--- src/rtl/loader_pkg.sv ---
`default_nettype none
// ============================================================================
// Module      : loader_pkg
// Description : Shared types and constants for the instruction-memory loader.
// Revision    : 1.0 - initial release
// ============================================================================
package loader_pkg;

    localparam logic [31:0] c_HALT_WORD_DEFAULT = 32'hFFFF_FFFF;
    localparam int          c_BYTE_IDX_W        = 2;

    typedef enum logic [1:0] {
        ST_LOAD  = 2'd0,
        ST_DONE  = 2'd1,
        ST_ERROR = 2'd2
`ifdef LOADER_CHECKSUM_EN
        ,
        ST_CHECK = 2'd3
`endif
    } loaderState_t;

endpackage
`default_nettype wire

--- src/rtl/byte_word_assembler.sv ---
`default_nettype none
// ============================================================================
// Module      : byte_word_assembler
// Description : Packs an MSB-first byte stream into 32-bit words; word_valid
//               strobes alongside the 4th byte, word is the completed value.
// Revision    : 1.0 - initial release
// ============================================================================
module byte_word_assembler
    import loader_pkg::*;
(
    input  logic        clock,
    input  logic        reset,
    input  logic        clear,
    input  logic        enable,
    input  logic        rx_valid,
    input  logic [7:0]  rx_data,
    output logic        word_valid,
    output logic [31:0] word
);

    logic [23:0]             r_shift;
    logic [c_BYTE_IDX_W-1:0] r_byteIdx;
    logic                    w_take;

    assign w_take     = enable && rx_valid;
    assign word_valid = w_take && (&r_byteIdx);
    // Only three bytes are held; the fourth is appended on the fly.
    assign word       = {r_shift, rx_data};

    always_ff @(posedge clock or posedge reset) begin
        if (reset) begin
            r_shift   <= '0;
            r_byteIdx <= '0;
        end else if (clear) begin
            r_shift   <= '0;
            r_byteIdx <= '0;
        end else if (w_take) begin
            r_shift   <= {r_shift[15:0], rx_data};
            r_byteIdx <= r_byteIdx + c_BYTE_IDX_W'(1);
        end
    end

endmodule
`default_nettype wire

--- src/rtl/imem_program_loader.sv ---
`default_nettype none
// ============================================================================
// Module      : imem_program_loader
// Description : Fills instruction memory from a byte stream and holds the core
//               in reset until the program ends. Optional trailing checksum
//               byte enabled by defining LOADER_CHECKSUM_EN.
// Revision    : 1.0 - initial release
// ============================================================================
module imem_program_loader
    import loader_pkg::*;
#(
    parameter int          ADDR_WIDTH = 8,
    parameter logic [31:0] HALT_WORD  = c_HALT_WORD_DEFAULT
) (
    input  logic                  clock,
    input  logic                  reset,
    input  logic [7:0]            rx_data,
    input  logic                  rx_valid,
    input  logic                  load_req,
    output logic                  imem_we,
    output logic [ADDR_WIDTH-1:0] imem_addr,
    output logic [31:0]           imem_wdata,
    output logic                  cpu_reset,
    output logic                  busy,
    output logic                  done,
    output logic                  full,
    output logic                  error,
    output logic [ADDR_WIDTH:0]   word_count
);

    localparam logic [ADDR_WIDTH:0] c_LAST_ADDR = {1'b0, {ADDR_WIDTH{1'b1}}};

    loaderState_t r_state;
    logic         r_pendHalt;
    logic         r_pendFull;
    logic         w_asmEnable;
    logic         w_accept;
    logic         w_restart;
    logic         w_wordValid;
    logic [31:0]  w_word;

    // Once the final word is committed, further bytes belong to no word.
    assign w_asmEnable = (r_state == ST_LOAD) && !r_pendHalt && !r_pendFull;
    assign w_accept    = w_asmEnable && rx_valid;
    assign w_restart   = load_req && ((r_state == ST_DONE) || (r_state == ST_ERROR));

    byte_word_assembler u_assembler (
        .clock      (clock),
        .reset      (reset),
        .clear      (w_restart),
        .enable     (w_asmEnable),
        .rx_valid   (rx_valid),
        .rx_data    (rx_data),
        .word_valid (w_wordValid),
        .word       (w_word)
    );

`ifdef LOADER_CHECKSUM_EN
    logic [7:0] r_xor;

    always_ff @(posedge clock or posedge reset) begin
        if (reset) begin
            r_xor <= '0;
        end else if (w_restart) begin
            r_xor <= '0;
        end else if (w_accept) begin
            r_xor <= r_xor ^ rx_data;
        end
    end
`else
    assign error = 1'b0;
`endif

    always_ff @(posedge clock or posedge reset) begin
        if (reset) begin
            r_state    <= ST_LOAD;
            r_pendHalt <= 1'b0;
            r_pendFull <= 1'b0;
            imem_we    <= 1'b0;
            imem_addr  <= '0;
            imem_wdata <= '0;
            cpu_reset  <= 1'b1;
            busy       <= 1'b1;
            done       <= 1'b0;
            full       <= 1'b0;
            word_count <= '0;
`ifdef LOADER_CHECKSUM_EN
            error      <= 1'b0;
`endif
        end else begin
            imem_we <= 1'b0;
            case (r_state)
                ST_LOAD: begin
                    if (r_pendHalt) begin
                        r_pendHalt <= 1'b0;
`ifdef LOADER_CHECKSUM_EN
                        // A checksum byte landing on the halt write cycle is used directly.
                        if (rx_valid) begin
                            busy <= 1'b0;
                            if (rx_data == r_xor) begin
                                r_state   <= ST_DONE;
                                cpu_reset <= 1'b0;
                                done      <= 1'b1;
                            end else begin
                                r_state <= ST_ERROR;
                                error   <= 1'b1;
                            end
                        end else begin
                            r_state <= ST_CHECK;
                        end
`else
                        r_state   <= ST_DONE;
                        cpu_reset <= 1'b0;
                        done      <= 1'b1;
                        busy      <= 1'b0;
`endif
                    end else if (r_pendFull) begin
                        r_pendFull <= 1'b0;
                        r_state    <= ST_DONE;
                        full       <= 1'b1;
                        cpu_reset  <= 1'b0;
                        done       <= 1'b1;
                        busy       <= 1'b0;
                    end else if (w_wordValid) begin
                        imem_we    <= 1'b1;
                        imem_wdata <= w_word;
                        imem_addr  <= word_count[ADDR_WIDTH-1:0];
                        word_count <= word_count + (ADDR_WIDTH+1)'(1);
                        if (w_word == HALT_WORD) begin
                            r_pendHalt <= 1'b1;
                        end else if (word_count == c_LAST_ADDR) begin
                            r_pendFull <= 1'b1;
                        end
                    end
                end
`ifdef LOADER_CHECKSUM_EN
                ST_CHECK: begin
                    if (rx_valid) begin
                        busy <= 1'b0;
                        if (rx_data == r_xor) begin
                            r_state   <= ST_DONE;
                            cpu_reset <= 1'b0;
                            done      <= 1'b1;
                        end else begin
                            r_state <= ST_ERROR;
                            error   <= 1'b1;
                        end
                    end
                end
`endif
                ST_DONE, ST_ERROR: begin
                    if (load_req) begin
                        r_state    <= ST_LOAD;
                        word_count <= '0;
                        full       <= 1'b0;
                        cpu_reset  <= 1'b1;
                        busy       <= 1'b1;
                        done       <= 1'b0;
`ifdef LOADER_CHECKSUM_EN
                        error      <= 1'b0;
`endif
                    end
                end
                default: begin
                    r_state <= ST_LOAD;
                end
            endcase
        end
    end

endmodule
`default_nettype wire

--- config.mk ---
export PLATFORM = sky130hd
export DESIGN_NAME = imem_program_loader
export DESIGN_NICKNAME = d
export VERILOG_FILES = /design/src/rtl/loader_pkg.sv /design/src/rtl/byte_word_assembler.sv /design/src/rtl/imem_program_loader.sv
export SDC_FILE = /design/constraint.sdc
export NUM_CORES = 1
export LEC_CHECK = 0
export CAP_MARGIN = 15
export CORE_AREA = 2 2 82 84
export DETAILED_ROUTE_END_ITERATION = 6
export DIE_AREA = 0 0 84 86
export PLACE_DENSITY = 0.9
export SLEW_MARGIN = 40
export SYNTH_ARGS = -nofsm -noshare
export SYNTH_HDL_FRONTEND = slang
export SYNTH_SLANG_ARGS = --single-unit
--- constraint.sdc ---
create_clock -name clock -period 5.2 [get_ports clock]
set_input_delay 1.04 -clock clock [delete_from_list [all_inputs] [get_ports clock]]
set_output_delay 1.04 -clock clock [all_outputs]
set_load 0.005 [all_outputs]
After elaboration in Yosys (flattened, before gate mapping)
Index checks and enable logic that the tools add are counted.
- bits in registers: 83
- output and inout bits: 55
- word-level logic and storage cells: 80
- add/sub/neg operators: 2
- eq/ne operators: 10
- mux-type cells: 35
- bitwise operators: 2
- reductions and logical operators: 19
- operators with widths (kind ; count):
    2-to-1 mux 24 bit ; 2
    2-to-1 mux 9 bit ; 4
    equality test 32 bit (second input constant) ; 1
    2-to-1 mux 1 bit ; 19
    case mux 9 bit (2 select lines) ; 1
    2-to-1 mux 2 bit ; 5
    adder 9 x 1 -> 9 bit (second input constant) ; 1
    equality test 9 x 8 -> 1 bit (second input constant) ; 1
    != test 2 bit (second input constant) ; 4
    AND reduction 4 bit ; 2
    case mux 1 bit (2 select lines) ; 3
    AND reduction 2 bit ; 3
    logical AND 1 bit ; 5
    AND reduction 5 bit ; 1
    case mux 2 bit (2 select lines) ; 1
    nonzero test 2 bit ; 2
    != test 3 bit (second input constant) ; 1
    AND reduction 3 bit ; 1
    adder 2 x 1 -> 2 bit (second input constant) ; 1
    equality test 2 x 1 -> 1 bit (second input constant) ; 1
    equality test 2 bit (second input constant) ; 1
    logical NOT 1 bit ; 2
    logical NOT 2 bit ; 1
    != test 2 x 1 -> 1 bit (second input constant) ; 1
    other kinds (3) ; 4

Logic depth before layout (Yosys ltp)
- depth in word-level cells: 9
- mapped depth: 8
- depth with buffers taken out: 6

By module
Synthesis repeated with hierarchy kept, for this count alone.
- cell total of the unflattened synthesis: 357
- area total of the unflattened synthesis: 3508.4 um^2
- modules (own cells, without submodules) (module ; times used ; cells each ; area each (um^2) ; sequential area each (um^2)):
    imem_program_loader ; 1 ; 249 ; 2258.4 ; 1377.6
    byte_word_assembler ; 1 ; 108 ; 1249.9 ; 650.6

Least setup slack after synthesis
No wires, ideal clock.
- kind: input-to-reg
- start: in rx_valid
- end: reg imem_addr[3]
- arrival: 1886 ps
- data required time: 5083 ps
- slack: 3197 ps
- stages: 6
- path buffers: 2
- cell sequence: nor4b_4 > nand2_2 > buf_2 > buf_2 > nand2_1 > nand2_1
- word-level cells in the longest chain between the ends: 3
- ends and longest elaborated chain (what ; RTL line ; text):
    from (decl) ; imem_program_loader.sv:18 ; input logic rx_valid,
    logical AND 1 bit ; byte_word_assembler.sv:25 ; assign w_take = enable && rx_valid;
    logical AND 1 bit ; byte_word_assembler.sv:26 ; assign word_valid = w_take && (&r_byteIdx);
    AND reduction 4 bit (no line) ; -- ;
    to (signal assigned) ; imem_program_loader.sv:127 ; imem_addr <= word_count[ADDR_WIDTH-1:0];
    to (decl) ; imem_program_loader.sv:21 ; output logic [ADDR_WIDTH-1:0] imem_addr,
Every way passes these cells.
A chain may end at the register's enable or synchronous reset.

Worst setup path in the final report
- start: in rx_valid
- end: reg r_pendFull
- word-level cells in the longest chain between the ends: 4
- ends and longest elaborated chain (what ; RTL line ; text):
    logical AND 1 bit ; byte_word_assembler.sv:25 ;
    logical AND 1 bit ; byte_word_assembler.sv:26 ;
    2-to-1 mux 1 bit ; imem_program_loader.sv:124 ; end else if (w_wordValid) begin
    2-to-1 mux 1 bit ; imem_program_loader.sv:117 ; end else if (r_pendFull) begin
    to (signal assigned) ; imem_program_loader.sv:78 ; r_pendFull <= 1'b0;
    to (signal assigned) ; imem_program_loader.sv:118 ; r_pendFull <= 1'b0;
    to (signal assigned) ; imem_program_loader.sv:132 ; r_pendFull <= 1'b1;
    to (decl) ; imem_program_loader.sv:35 ; logic r_pendFull;
Every way passes these cells.

==> results.yml <==
run_status:
  status: "completed"
route:
  wirelength_mm: 7.340
  wire_per_inst_um: 14.39
  firstDrtPassIters: 5
  drc: 0
  final_antenna_net_count: 0
  first_iter_violations: 225
  vias: 2748
  vias_per_cell: 5.388
hold_path:
  min_to: "imem_wdata[21]$_DFFE_PP0P_"
  hold_path_depth: 2
  holdCritStartpoint: "imem_wdata[21]$_DFFE_PP0P_"
  worstHoldPathType: "reg2reg"
synth:
  netlist.area_leader.share_pct: 59.61
  syn_nets: 386
  netlist_instances: 371
  synthFlopType: "dfrtp_1"
  synth-seq-cells: 81
  avgSynthCellArea_um2: 9.052
  yosysWarnings: 0
  syn-cell-area_um2: 3358
  synthArstFlopShare_pct: 100.0
  synth-seq-area-share_pct: 60.39
  synth_edf_count: 0
  synth_most_common_cell: "nand2_1"
  synthTopCellsByArea: "dfrtp_1 60%, nand2_1 20%, a21oi_1 4.3%"
  synth.distinct_cells: 33
  synth_area_leader_cell: "dfrtp_1"
  ys_top_cells_by_count: "179 x nand2_1, 80 x dfrtp_1, 29 x a21oi_1"
die:
  core_area_um2: 6277
  start_util_pct: 53.50
  rows: 29
  die_h_um: 86
  io_pins: 67
  die_w_um: 84
  die-area_um2: 7224
global_routing:
  grt_pass1_vias: 2553
  grtUsageTotal_pct: 21.40
  grt_max_degree: 55
  grt-ovfl-total: 0
  antenna_found_initial: 0
  grt_pass1_wl_mm: 12.26
critical_path:
  r2r_slack_ns: 2.60
  cp.required_ns: 5.48
  slowest_stage: "inv_2"
  critPathMaxStageDelay_ns: 0.68
  cp-end-kind: "flip-flop"
  timing.rr.end: "r_pendFull$_DFFE_PP0N_"
  path_cells: "clkdlybuf4s50_1, nor4b_4, buf_4, nand2_4, inv_2, a32o_1"
  worstPathArrival_ns: 3.41
  crit-reg2reg-launch: "done$_DFFE_PP0P_"
  start_kind: "input pin"
  crit_type: "in2reg"
  reg2reg_depth: 5
  worstPathMaxFanout: 52
layout:
  multiInputGateArea_um2: 1210
  drive_gt1_share_pct: 5.543
  num_antenna_cells: 0
  area_growth_pct: 25.67
  fin_area_um2: 4220
  nets: 444
  num-fill-cells: 505
  layout.cells.non_filler: 510
  seqCellArea_um2: 2028
power_and_ir_drop:
  p_int_mw: 1.353
  peakVddDrop_v: 0.0002725
  swShare_pct: 29.92
  pwr-share-clk_pct: 23.7
  power.leakage_nw: 2.037
  p_switching_mw: 0.5774
  pwr-share-comb_pct: 28.2
  p_per_area_nw_per_um2: 457.3
  pwr-share-seq_pct: 48.0
clock_network:
  clkTransAtPathRegs_ns: 0.07
  cts_tree: "done"
  cts_root_buffer: "clkbuf_8"
  cts_setup_buffers: 0
  cts.htree.levels: 3
  clk-insertion-delay-late_ns: 0.34
  cts_sinks: 81
  postCtsHoldBufs: 0
  numCtsBuffers: 9
  cts.path.max_buffers: 2
  cts_resized: 0
sta:
  fin_crit_sh_pct: 60.26
  fin_tns_setup_ns: 0
  finClkSkew_ns: 0.004513
  finalHoldViolations: 0
  rsz0062_at_grt: "no"
  tightest_slew_ns: 0.7342
  clock.fmax_mhz: 319.1
  min_period_ns: 3.134
  hold-worst-slack_ns: 0.4811
  maxSlewViolCount: 0
  max_slew_margin_pct: 50.98
  setup_viol: 0
place:
  io_buffers: 65
  detailed_place_hpwl_mm: 4.836
  place.gp.congestion: 0.8549
  placed_cells: 495
  post_dp_cell_area_um2: 4019
job:
  maxCapViolCount: 0
==> cell type report <==
class / instances / area share (%)
clock inverter: 3 / 0.9487
timing repair buffer: 68 / 15.95
multi-input combinational: 265 / 28.67
clock buffer: 12 / 3.676
inverter: 4 / 0.4151
tap: 77 / 2.283
sequential: 81 / 48.06
==> worst max-delay path, delay by kind of cell <==
family / cells / cell delay [ns]
buf+inv: 3 / 1.52
simple gates: 2 / 0.55
compound gates: 1 / 0.28
==> cells by family after synthesis <==
kind of cell	Yosys count	share of synthesized area [%]
flip-flops	81	60.40
adder cells (fa/ha/maj)	3	1.118
XOR/XNOR	1	0.2609
AND/OR/NAND/NOR	213	26.27
other	1	0.1117
AO/OA/AOI/OAI	47	8.086
buffers and inverters	25	3.763
==> through the flow <==
step | power, mW | worst slack, ns | utilization, %
floorplan | 1.154 | 2.082 | -
global placement | 1.457 | 1.455 | 63.86
detailed placement | 1.484 | 1.360 | 64.02
CTS | 1.944 | 1.704 | 67.13
global route | 2.049 | 1.842 | 67.23
finish | 1.930 | 2.066 | 67.23
==> registers in the layout, indices dropped and copies added, names as in the netlist <==
name,flops
u_assembler.r_byteIdx,2
u_assembler.r_shift,24
r_pendFull,1
imem_we,1
full,1
done,1
r_pendHalt,1
word_count,9
imem_wdata,32
busy,1
imem_addr,8
==> how the worst max path moves through the flow <==
stage / start / to / slack [ns] / cells past startpoint
CTS: rx_valid / r_pendFull$_DFFE_PP0N_ / 1.70 / 6
finish: rx_valid / r_pendFull$_DFFE_PP0N_ / 2.07 / 6
global placement: rx_valid / word_count[4]$_DFFE_PP0P_ / 1.45 / 7
global route: rx_valid / word_count[6]$_DFFE_PP0P_ / 1.84 / 7
detailed placement: rx_valid / word_count[6]$_DFFE_PP0P_ / 1.36 / 7
floorplan: reset / done$_DFFE_PP0P_ / 2.08 / 1
==> layer usage <==
layer,track usage (%),routed length (µm)
met1,30.50,3248
met2,32.58,3534
met3,3.561,432
met4,9.824,124
met5,0,0
==> power groups by stage <==
stage	Combinational, mW	Sequential, mW	Clock, mW
after floorplan	0.232	0.922	0
after global placement	0.525	0.932	0
after detailed placement	0.547	0.936	0
after CTS	0.551	0.927	0.466
after global routing	0.607	0.952	0.490
final	0.545	0.927	0.458
==> cell usage in the layout (no fill, tap or decap), types with 2 or more instances in the layout <==
master and count:
and3_1 3, a31oi_1 3, nand2_1 179, o21ai_0 6
inv_1 2, dfrtp_1 80, nor2_1 6, o21ai_1 2
nor4_1 2, ha_1 3, nand4_1 8, nand3_1 7
or3_1 2, a21oi_1 29, clkdlybuf4s50_1 65, clkinv_2 2
buf_4 3, clkbuf_8 11
No activity file was read; power rests on OpenSTA's default activity.
